$ cat src/rtl/t64_seq_pkg.sv
// Shared definitions for the t64_seq bit-serial counter sequencer.
package t64_seq_pkg;

  localparam int AW = 6;

  typedef enum logic [1:0] {
    ST_IDLE = 2'd0,
    ST_INC  = 2'd1,
    ST_RD   = 2'd2,
    ST_CLR  = 2'd3
  } state_e;

  localparam logic OP_RD  = 1'b0;
  localparam logic OP_CLR = 1'b1;

endpackage

$ cat src/rtl/t64_seq_rr_arb.sv
// N-way round-robin arbiter; the search starts just after the last granted
// requester and the pointer moves only when a grant is taken (en high).
module rr_arb #(
  parameter int N  = 8,
  parameter int IW = (N > 1) ? $clog2(N) : 1
) (
  input  logic          c,
  input  logic          rn,
  input  logic [N-1:0]  req,
  input  logic          en,
  output logic          gnt_v,
  output logic [IW-1:0] gnt_idx
);

  logic [IW-1:0] last;
  logic [IW-1:0] cand;

  always_comb begin
    gnt_v   = 1'b0;
    gnt_idx = '0;
    cand    = '0;
    for (int k = 1; k <= N; k++) begin
      cand = IW'((int'(last) + k) % N);
      if (!gnt_v && req[cand]) begin
        gnt_v   = 1'b1;
        gnt_idx = cand;
      end
    end
  end

  // Reset to N-1 so the first search after reset begins at requester 0.
  always_ff @(posedge c or negedge rn) begin
    if (!rn) begin
      last <= IW'(N - 1);
    end else if (en && gnt_v) begin
      last <= gnt_idx;
    end
  end

endmodule

$ cat src/rtl/t64_seq.sv
// Bit-serial sequencer packing N W-bit counters into a 64x1 store.
// Optional per-counter wrap flags when T64_SEQ_OVF_EN is defined.
//
// Command handshake: cmd_go is a single-cycle strobe taken only while busy==0;
// a strobe seen while busy==1 is dropped (no queueing, no back-pressure).
module t64_seq
  import t64_seq_pkg::*;
#(
  parameter int W  = 8,
  parameter int N  = 8,
  parameter int IW = (N > 1) ? $clog2(N) : 1
) (
  input  logic          c,
  input  logic          rn,
  input  logic [N-1:0]  inc,
  input  logic          cmd_go,
  input  logic          cmd_op,
  input  logic [IW-1:0] cmd_idx,
  output logic          busy,
  output logic          rd_vld,
  output logic [W-1:0]  rd_data,
  output logic          lost,
  output logic [AW-1:0] mem_s,
  output logic          mem_ce,
  output logic          mem_r,
  output logic          mem_d,
  input  logic          mem_q,
`ifdef T64_SEQ_OVF_EN
  output logic [N-1:0]  ovf,
`endif
  output state_e        dbg_state
);

  if (N * W > 64 || W < 2) begin : g_size_chk
    $error("t64_seq: N*W must not exceed 64 and W must be at least 2");
  end

  state_e        state, state_n;
  logic [IW-1:0] g, g_n;
  logic [AW-1:0] bitc, bit_n;
  logic [N-1:0]  pend, pend_n;
  logic [N-1:0]  gnt_mask, clr_mask;
  logic          lost_n;
  logic          last_bit;
  logic          arb_en, gnt_v, cmd_ok;
  logic [IW-1:0] gnt_idx;
  logic [AW-1:0] addr;

  rr_arb #(.N(N), .IW(IW)) u_arb (
    .c       (c),
    .rn      (rn),
    .req     (pend),
    .en      (arb_en),
    .gnt_v   (gnt_v),
    .gnt_idx (gnt_idx)
  );

  assign dbg_state = state;
  assign last_bit  = (bitc == AW'(W - 1));
  assign addr      = AW'(g) * AW'(W) + bitc;
  // Out-of-range indices (non power-of-two N) are never accepted.
  assign cmd_ok    = cmd_go && (int'(cmd_idx) < N);

  always_comb begin
    state_n = state;
    g_n     = g;
    bit_n   = bitc;
    busy    = (state != ST_IDLE);
    arb_en  = 1'b0;
    mem_s   = '0;
    mem_ce  = 1'b0;
    mem_r   = 1'b0;
    mem_d   = 1'b0;
    case (state)
      ST_IDLE: begin
        arb_en = !cmd_ok;
        if (cmd_ok) begin
          state_n = (cmd_op == OP_CLR) ? ST_CLR : ST_RD;
          g_n     = cmd_idx;
          bit_n   = '0;
        end else if (gnt_v) begin
          state_n = ST_INC;
          g_n     = gnt_idx;
          bit_n   = '0;
        end
      end
      // Carry is always 1 while rippling, so each bit simply flips; a 0 bit
      // absorbs the carry and ends the increment.
      ST_INC: begin
        mem_s  = addr;
        mem_ce = 1'b1;
        mem_d  = ~mem_q;
        bit_n  = bitc + AW'(1);
        if (!mem_q || last_bit) state_n = ST_IDLE;
      end
      ST_RD: begin
        mem_s = addr;
        bit_n = bitc + AW'(1);
        if (last_bit) state_n = ST_IDLE;
      end
      ST_CLR: begin
        mem_s = addr;
        mem_r = 1'b1;
        bit_n = bitc + AW'(1);
        if (last_bit) state_n = ST_IDLE;
      end
      default: state_n = ST_IDLE;
    endcase
  end

  always_comb begin
    gnt_mask = '0;
    clr_mask = '0;
    if (arb_en && gnt_v) gnt_mask[gnt_idx] = 1'b1;
    if (state == ST_IDLE && cmd_ok && cmd_op == OP_CLR) clr_mask[cmd_idx] = 1'b1;
    // A pulse on the granted counter re-arms its request instead of being lost.
    pend_n = (pend & ~gnt_mask & ~clr_mask) | inc;
    lost_n = lost | (|(inc & pend & ~gnt_mask));
  end

  always_ff @(posedge c or negedge rn) begin
    if (!rn) begin
      state   <= ST_IDLE;
      g       <= '0;
      bitc    <= '0;
      pend    <= '0;
      lost    <= 1'b0;
      rd_vld  <= 1'b0;
      rd_data <= '0;
    end else begin
      state  <= state_n;
      g      <= g_n;
      bitc   <= bit_n;
      pend   <= pend_n;
      lost   <= lost_n;
      rd_vld <= (state == ST_RD) && last_bit;
      if (state == ST_RD) rd_data <= {mem_q, rd_data[W-1:1]};
    end
  end

`ifdef T64_SEQ_OVF_EN
  always_ff @(posedge c or negedge rn) begin
    if (!rn) begin
      ovf <= '0;
    end else begin
      if (state == ST_INC && last_bit && mem_q) ovf[g] <= 1'b1;
      if (state == ST_IDLE && cmd_ok && cmd_op == OP_CLR) ovf[cmd_idx] <= 1'b0;
    end
  end
`endif

endmodule

$ cat config.mk
export PLATFORM = sky130hd
export DESIGN_NAME = t64_seq
export DESIGN_NICKNAME = d
export VERILOG_FILES = /design/src/rtl/t64_seq_pkg.sv /design/src/rtl/t64_seq_rr_arb.sv /design/src/rtl/t64_seq.sv
export SDC_FILE = /design/constraint.sdc
export NUM_CORES = 1
export LEC_CHECK = 0
export BUFFER_PORTS_ARGS = -buffer_cell sky130_fd_sc_hd__buf_2
export CAP_MARGIN = 20
export CORE_UTILIZATION = 45
export DETAILED_ROUTE_END_ITERATION = 7
export PLACE_DENSITY = 0.65
export SLEW_MARGIN = 20
export SYNTH_ARGS = -nofsm -noshare
export SYNTH_HDL_FRONTEND = slang
export SYNTH_SLANG_ARGS = --single-unit
export TNS_END_PERCENT = 1
$ cat constraint.sdc
create_clock -name c -period 6.3 [get_ports c]
set_input_delay 1.89 -clock c [delete_from_list [all_inputs] [get_ports c]]
set_output_delay 1.89 -clock c [all_outputs]
set_load 0.005 [all_outputs]
# Word level (Yosys, flattened, before mapping)
# Index checks and enable logic that the tools add are counted.
# op_classes
addsub	10
order_cmp	12
n_eq_ne	7
n_mux	54
bitwise	9
reduce_logical	31
# ops
operator	count
< comparator 3 x 4 -> 1 bit, second input constant	10
bitwise AND 8 bit	4
two-way mux 3 bit	10
binary-select mux 1 bit (select 3 bit)	8
two-way mux 1 bit	23
two-way mux 6 bit	3
two-way mux 8 bit	2
NOT 8 bit	2
logical AND 1 bit	13
adder 3 bit, second input constant	4
one-hot mux 6 bit (2 select lines)	1
logical NOT 1 bit	9
two-way mux 2 bit	4
OR 8 bit	1
OR reduction 8 bit	1
adder 3 x 1 -> 3 bit, second input constant	2
adder 3 x 2 -> 3 bit, second input constant	2
adder 6 x 1 -> 6 bit, second input constant	1
adder 6 bit	1
demux 1 bit (select 3 bit)	2
== test 6 x 3 -> 1 bit, second input constant	1
greater-or-equal comparator 3 x 1 -> 1 bit, second input constant	2
one-hot mux 2 bit (3 select lines)	1
== test 2 bit, second input constant	2
13 further kinds	14
# totals
ff_bits	32
in_bits	16
output_inout_bits	22
elab_cells	131

# Logic depth before layout (Yosys ltp)
# Gate-level depths: netlist (run 1).
# logic_depth
depth_word	34
depth_mapped	16
mapped_depth_nobuf	12

# Modules after synthesis
# From an unflattened synthesis (run 1), not the netlist that was laid out.
# unflattened
cells_unflattened	263
hier_area_um2	2602.5
# by_module_without_submodules
module	n_inst	cells_per_inst	area_each_um2	seq_area_each_um2
t64_seq	1	147	1552.7	725.7
rr_arb	1	116	1049.8	78.8

# Least setup slack after synthesis (run 1)
# No wires, ideal clock.
# synth_timing
kind	flip-flop to flip-flop
from	register u_arb.last[1]
to	register lost
setup_ns	0.139
arrival_time_ns	4.478
required_time_ns	6.161
setup_slack_ns	1.683
stages_incl_launch_ff	16
path_buffers	3
synth_period_minus_slack_ns	4.617
path_cell_list	dfstp_2 -> buf_6 -> clkbuf_1 -> inv_1 -> ha_1 -> buf_2 -> mux2_1 -> mux2i_1 -> a221oi_1 -> or4b_1 -> or4_1 -> a221oi_2 -> nand2b_1 -> o311ai_1 -> a21oi_1 -> or4_1
# synth_via
elab_chain_len	34
elab_cells_between_ends	65
cone_classes	add/sub (8); order compare (2); mux (35); bitwise (3); reduce/logical (17)
# synth_rtl
item	line_no	rtl
start: declaration	t64_seq_rr_arb.sv:15	logic [IW-1:0] last;
start signal: assignment	t64_seq_rr_arb.sv:34	last <= IW'(N - 1);
start signal: assignment	t64_seq_rr_arb.sv:36	last <= gnt_idx;
adder 3 x 1 -> 3 bit	t64_seq_rr_arb.sv:23	cand = IW'((int'(last) + k) % N);
binary-select mux 1 bit (select 3 bit)	t64_seq_rr_arb.sv:24	if (!gnt_v && req[cand]) begin
two-way mux 1 bit (implied by the code)	t64_seq_rr_arb.sv:24	
two-way mux 1 bit	t64_seq_rr_arb.sv:24	
logical NOT 1 bit	t64_seq_rr_arb.sv:24	
logical AND 1 bit	t64_seq_rr_arb.sv:24	
two-way mux 1 bit	t64_seq_rr_arb.sv:24	
logical NOT 1 bit	t64_seq_rr_arb.sv:24	
[... 19 more ...]	--	
two-way mux 1 bit (implied by the code)	t64_seq.sv:114	if (arb_en && gnt_v) gnt_mask[gnt_idx] = 1'b1;
demux 1 bit (select 3 bit)	t64_seq.sv:114	
two-way mux 8 bit (*)	t64_seq.sv:114	
NOT 8 bit (*)	t64_seq.sv:118	lost_n = lost | (|(inc & pend & ~gnt_mask));
bitwise AND 8 bit (*)	t64_seq.sv:118	
OR reduction 8 bit (*)	t64_seq.sv:118	
OR 1 bit (*)	t64_seq.sv:118	
net lost_n	t64_seq.sv:43	logic lost_n;
end signal: assignment	t64_seq.sv:135	lost <= lost_n;
end: declaration	t64_seq.sv:22	output logic lost,
# Mark *: on every way through the listed nets, which the timed path passes. The rest lies on a longest branch. The select of a mux whose other input is x is not followed.
# A chain may end at the register's enable or synchronous reset.

# Final worst setup path (run 1)
# Ends and elaborated chain as after synthesis.

==> metrics, run 1 <==
pin count of the biggest net entering global routing=33; LEAKAGE=1.19 nW; headroom to the max-slew limit=0.464; clock tree from TritonCTS=built; flip-flop and latch count after synthesis=32; max-capacitance violation count=0; number of enable flip-flop cells after synthesis=0; Diodes inserted=0; initial core utilization=0.478; sequential element share of the synthesized area=0.300; Critical Path End Type=flip-flop; data arrival at the endpoint of the critical path=slightly above 5 ns; number of instances in the placed design=between 300 and 400; number of synthesis warnings=0; count of unique library cells instantiated by Yosys=61; clock transition at the registers of the reported paths=0.07 ns; count of standard-cell rows=27; maximum frequency from static timing analysis=201 MHz; Crit path required time=6.46 ns; unrepaired setup endpoints after global routing=no; cell with the most instances after synthesis=dfrtp_1; synth cell count leaders=dfrtp_1 (29), nand2_1 (26), nor2_1 (19); length of the first detailed-routing pass in iterations=4; number of antenna violations at the first check in global routing=0; postcts setup bufs=0; DRT antenna net count=0; share of async-settable or async-resettable flops after synthesis=1.00; cts hold-fix bufs=0; Layout fillers=541; total congestion overflow after global routing=0; Vias=2326; leading register cell type out of synthesis=dfrtp_1; die boundary width=79.2 µm; Layout Cells excl Fill=approximately 380; number of buffers created by CTS=5; outcome=finished clean; number of top-level design ports=38; Synth top area share=0.271; count of endpoints failing hold in the final timing report=0; global-route wire length before repair=11000 µm; total clock sinks=32; CTS H-tree lvls=2; vias in the first global route=2272; Root Buffer Master=clkbuf_8; setup violators final=0; post-synthesis to final-layout area growth=12.5%; cell types with the largest area share after synthesis=dfrtp_1 (27%), mux4_2 (11%), mux2_2 (6.3%); top fanout value on the critical path=16; worst setup path class=reg2reg; die height=79.2 µm; worst skew pair latency=about 0.29 ns; number of buffers added on ports=37; mean number of vias per cell=roughly 6; Final nets=332; shortest clock period the worst path allows after layout=4.98 ns; Final HPWL DP=4640 µm; initial DRC count=~210; category of the worst setup path launch point=flip-flop; post-synthesis instance area=2680 µm²; final core utilization=0.538; synthesized area divided by synthesized cell count=9.57 µm²; largest area contributor in the synthesized netlist=dfrtp_1; average routed wire per standard cell=between 15 and 20 µm; final weighted congestion of routability-driven global placement=between 0.8 and 0.9; area of the die=6270 µm²; final-report max-slew violation count=0; final worst path period share=0.790; maximum clock insertion buffer count=2; DRC violation count after routing=0; net count after synthesis=between 300 and 400; layout cells sized above 1=0.279; maximum resistive drop on vdd=249 µV; post-route clock skew=0.00907 ns; cells resized by post-CTS repair=0; Core ar.=5610 µm²; wirelength, routed=6430 µm; PD cells=467 nW/µm²; cells after synthesis=280; setup total negative slack=0 ns; global-route usage over all layers=0.224; slew at the pin with the worst max-slew slack=0.804 ns; min-delay worst type=reg2reg
## per-stage QoR
| stage | hold WS (ns) | area (µm²) | worst slack, ns | power [W] |
|---|---|---|---|---|
| global route | 0.510 | 3020 | 1.02 | 0.00152 |
| floorplan | 0.449 | 2680 | 1.68 | 0.000996 |
| finish | 0.504 | 3020 | 1.32 | 0.00141 |
| CTS | 0.498 | 3020 | 1.37 | 0.00141 |
| global placement | 0.477 | 2890 | 1.39 | 0.00118 |
| detailed placement | 0.487 | 2890 | 1.39 | 0.00118 |
## logic make-up (layout without fill, tap and decap cells)
kind of cell / Yosys count / after routing / synth area share
DFF: 32 / 32 / 0.300
muxes: 40 / 40 / 0.226
adders and majority gates: 5 / 5 / 0.0261
AOI/OAI and AO/OA: 75 / 75 / 0.203
xor gates and xnor gates: 6 / 6 / 0.0196
buffers and inverters: 25 / 57 / 0.0415
and+or+nand+nor: 97 / 97 / 0.183
## registers in the layout (all words and copies together), names as in the netlist
register	flops
lost	1
bitc	6
g	3
u_arb.last	3
rd_vld	1
dbg_state	2
rd_data	8
pend	8
## critical path, cell delays in order (launching register included)
cell and delay (ns):
dfstp_2 0.76, inv_1 0.20, ha_1 0.60, nor2b_1 0.09, a211oi_1 0.47, a221oi_1 0.31
or4b_1 0.58, or4_1 0.54, a221oi_2 0.36, nand2b_1 0.16, o311ai_1 0.29, a21oi_1 0.10
or4_1 0.39
## worst paths after layout
check                                          start                  end  slack [ns]  depth (start not counted)
setup / recovery           u_arb.last[1]$_DFFE_PN1P_       lost$_DFF_PN0_        1.32                         12
hold / removal                   bitc[2]$_DFFE_PN0P_  bitc[2]$_DFFE_PN0P_        0.50                          1
setup reg to reg           u_arb.last[1]$_DFFE_PN1P_       lost$_DFF_PN0_        1.32                         12
hold reg to reg                  bitc[2]$_DFFE_PN0P_  bitc[2]$_DFFE_PN0P_        0.50                          1
max in group asynchronous                         rn     g[1]$_DFFE_PN0P_        4.19                          1
min in group asynchronous                         rn    pend[0]$_DFF_PN0_        1.65                          1
## cell type report
cell class | count | area [µm²] | area share
multi-input combinational | 223 | 1760 | 0.585
sequential | 32 | 805 | 0.267
timing repair buffer | 37 | 185 | 0.0614
clock buffer | 7 | 96.3 | 0.0320
tap | 72 | 90.1 | 0.0299
inverter | 12 | 45.0 | 0.0149
clock inverter | 1 | 30.0 | 0.00996
## per-layer routing
layer	vias to the layer above	routed length (µm)	GRT usage
met5	-	0	0
met1	1107	2900	0.313
met3	11	408	0.0437
li1	1121	-	-
met2	87	3010	0.346
met4	0	113	0.0764
## report_power, final
group | internal (W) | leakage (nW) | switching (W) | total [W]
registers | 0.000288 | 0.355 | 0.000130 | 0.000418
clock network | 0.000140 | 0.0645 | 0.0000784 | 0.000218
logic | 0.000365 | 0.774 | 0.000408 | 0.000773
## cell usage in the layout (no fill, tap or decap), types with 3 or more instances in the layout
| cell | count |
|---|---|
| a211oi_1 | 6 |
| a21oi_1 | 11 |
| a22oi_1 | 5 |
| a31o_1 | 3 |
| and2_1 | 7 |
| and3_1 | 3 |
| buf_2 | 37 |
| clkbuf_8 | 7 |
| dfrtp_1 | 29 |
| dfstp_2 | 3 |
| ha_1 | 4 |
| inv_1 | 10 |
| mux2_2 | 15 |
| mux2_4 | 4 |
| mux2i_1 | 6 |
| mux4_2 | 13 |
| nand2_1 | 26 |
| nand2b_1 | 11 |
| nand3_1 | 10 |
| nor2_1 | 19 |
| nor2b_1 | 3 |
| nor3_1 | 6 |
| o211ai_1 | 6 |
| o21ai_0 | 11 |
| o21ai_1 | 3 |
| o21bai_1 | 3 |
| o221ai_1 | 3 |
| o31ai_1 | 3 |
| xnor2_1 | 3 |
| xor2_1 | 3 |
No activity file was read; power rests on OpenSTA's default activity.
==> run 2, diff against run 1 <==
Settings changed: PLACE_DENSITY 0.65 to 0.68.
Clock period 6.3 ns to 4.1 ns, I/O delays scaled along.
==> run 2 against run 1 <==
Non-clock buffer count is 27 higher. Total power grew 70%. First-iteration DRC count down 55%. Core utilization is 4.4 points higher. Register-to-register slack lost 1.3 ns. Routed wire length is 9.6% higher. Final cell count up 7.0%. Clock power rose by 13%.
==> metrics, run 2 (synthesized netlist as in run 1, its figures left out) <==
final worst path period share=0.983; Layout Cells excl Fill=411; grt peak-use layer=met2; layout cells sized above 1=0.369; number of antenna violations at the first check in global routing=0; setup violators final=0; final weighted congestion of routability-driven global placement=0.939; global-route wire length before repair=between 10000 and 15000 µm; setup total negative slack=0 ns; area of the die=between 6000 and 7000 µm²; die height=79.2 µm; slew at the pin with the worst max-slew slack=0.737 ns; reg-to-reg slack, setup=0.07 ns; average routed wire per standard cell=17.1 µm; PD cells=734 nW/µm²; cts hold-fix bufs=0; clock transition at the registers of the reported paths=0.07 ns; worst setup path class=reg2reg; post-synthesis to final-layout area growth=21.7%; Storage cell area=a little over 800 µm²; total clock sinks=32; headroom to the max-slew limit=0.509; DRC violation count after routing=0; clock tree from TritonCTS=built; top library cells by usage in the layout, fill and taps aside=buf_2 (37), dfrtp_1 (29), nand2_1 (26); most common cell after layout, fill and taps aside=buf_2; Critical Path End Type=flip-flop; initial DRC count=94; top flop regs=pend: 8 flops, rd_data: 8 flops, bitc: 6 flops; Crit path required time=about 4.3 ns; count of standard-cell rows=27; met1 track demand over resource in global routing=0.283; total congestion overflow after global routing=0; min-delay worst type=reg2reg; Final HPWL DP=5160 µm; number of buffers created by CTS=5; data arrival at the endpoint of the critical path=4.19 ns; top fanout value on the critical path=13; maximum resistive drop on vdd=450 µV; Layout fillers=510; global-route usage over all layers=0.232; met2 track utilization from global routing=0.412; number of buffers added on ports=37; mean number of vias per cell=5.93; maximum clock insertion buffer count=2; Diodes inserted=0; shortest clock period the worst path allows after layout=between 4 and 5 ns; category of the worst setup path launch point=flip-flop; maximum frequency from static timing analysis=248 MHz; initial core utilization=0.478; CTS H-tree lvls=2; length of the first detailed-routing pass in iterations=4; Core ar.=5610 µm²; outcome=finished clean; pin count of the biggest net entering global routing=33; number of instances in the placed design=397; max-capacitance violation count=0; Vias=around 2400; DRT antenna net count=0; Root Buffer Master=clkbuf_8; die boundary width=79.2 µm; footprint of the multi-input gates=1840 µm²; count of endpoints failing hold in the final timing report=0; Final nets=359; number of top-level design ports=38; met3 routing resource usage after global routing=0.0310; final-report max-slew violation count=0; cell area after layout=approximately 3300 µm²; LEAKAGE=1.32 nW; vias in the first global route=2417; worst skew pair latency=a little under 0.3 ns; post-route clock skew=0.00699 ns; wirelength, routed=7040 µm; final core utilization=0.582; instance area after placement=about 3000 µm²
[run 2: cell types whose count changed in the layout (fill, tap and decap cells not counted), sizes merged]
cell,change
clkbuf,-1
clkinv,+1
clkinvlp,+2
bufinv,-1
buf,+26
[run 2: layer usage]
metal	wire [µm]	part of all wire
met4	118	0.017
met2	3540	0.50
met5	0	0
met1	3070	0.44
met3	314	0.045
[run 2: path summary, 6_finish.rpt]
kind,from,endpoint,cells past startpoint
setup / recovery,u_arb.last[1]$_DFFE_PN1P_,lost$_DFF_PN0_,10
hold / removal,bitc[4]$_DFFE_PN0P_,bitc[4]$_DFFE_PN0P_,1
setup reg to reg,u_arb.last[1]$_DFFE_PN1P_,lost$_DFF_PN0_,10
hold reg to reg,bitc[4]$_DFFE_PN0P_,bitc[4]$_DFFE_PN0P_,1
max in group asynchronous,rn,rd_data[6]$_DFFE_PN0P_,1
min in group asynchronous,rn,bitc[2]$_DFFE_PN0P_,1
[run 2: repair_timing]
action | 4_1_cts | 5_1_grt
gates resized for setup | 0 | 9
setup buffers | 0 | 6
endpoints found under the hold margin | 0 | 0
endpoints found under the setup margin | 0 | 1
[run 2: power breakdown]
part | switching [W] | internal [W]
clock | 0.000127 | 0.000120
combinational | 0.000781 | 0.000781
sequential | 0.000142 | 0.000444
total | 0.00105 | 0.00134
[run 2: area by class of cell]
cell class / count / area share
clock inverter: 3 / 0.00729
clock buffer: 5 / 0.0211
sequential: 32 / 0.248
tap: 72 / 0.0276
timing repair buffer: 64 / 0.119
multi-input combinational: 223 / 0.563
inverter: 12 / 0.0138
[run 2: critical path: stages (launching register included)]
cell and delay [ns]:
dfstp_2 0.59, buf_6 0.19, mux2_4 0.32, mux4_2 0.50, or4b_1 0.52, or4_4 0.52
a221oi_4 0.32, nand2b_1 0.17, o311ai_2 0.28, a21oi_1 0.09, or4_1 0.39
[run 2: through the flow]
step | power [W] | worst slack [ns] | hold slack [ns]
after floorplan | 0.00158 | 0.0140 | 0.449
after global placement | 0.00200 | 0.170 | 0.476
after detailed placement | 0.00201 | 0.0948 | 0.491
after CTS | 0.00227 | 0.0733 | 0.503
after global routing | 0.00257 | -0.0722 | 0.519
final | 0.00239 | 0.0705 | 0.507
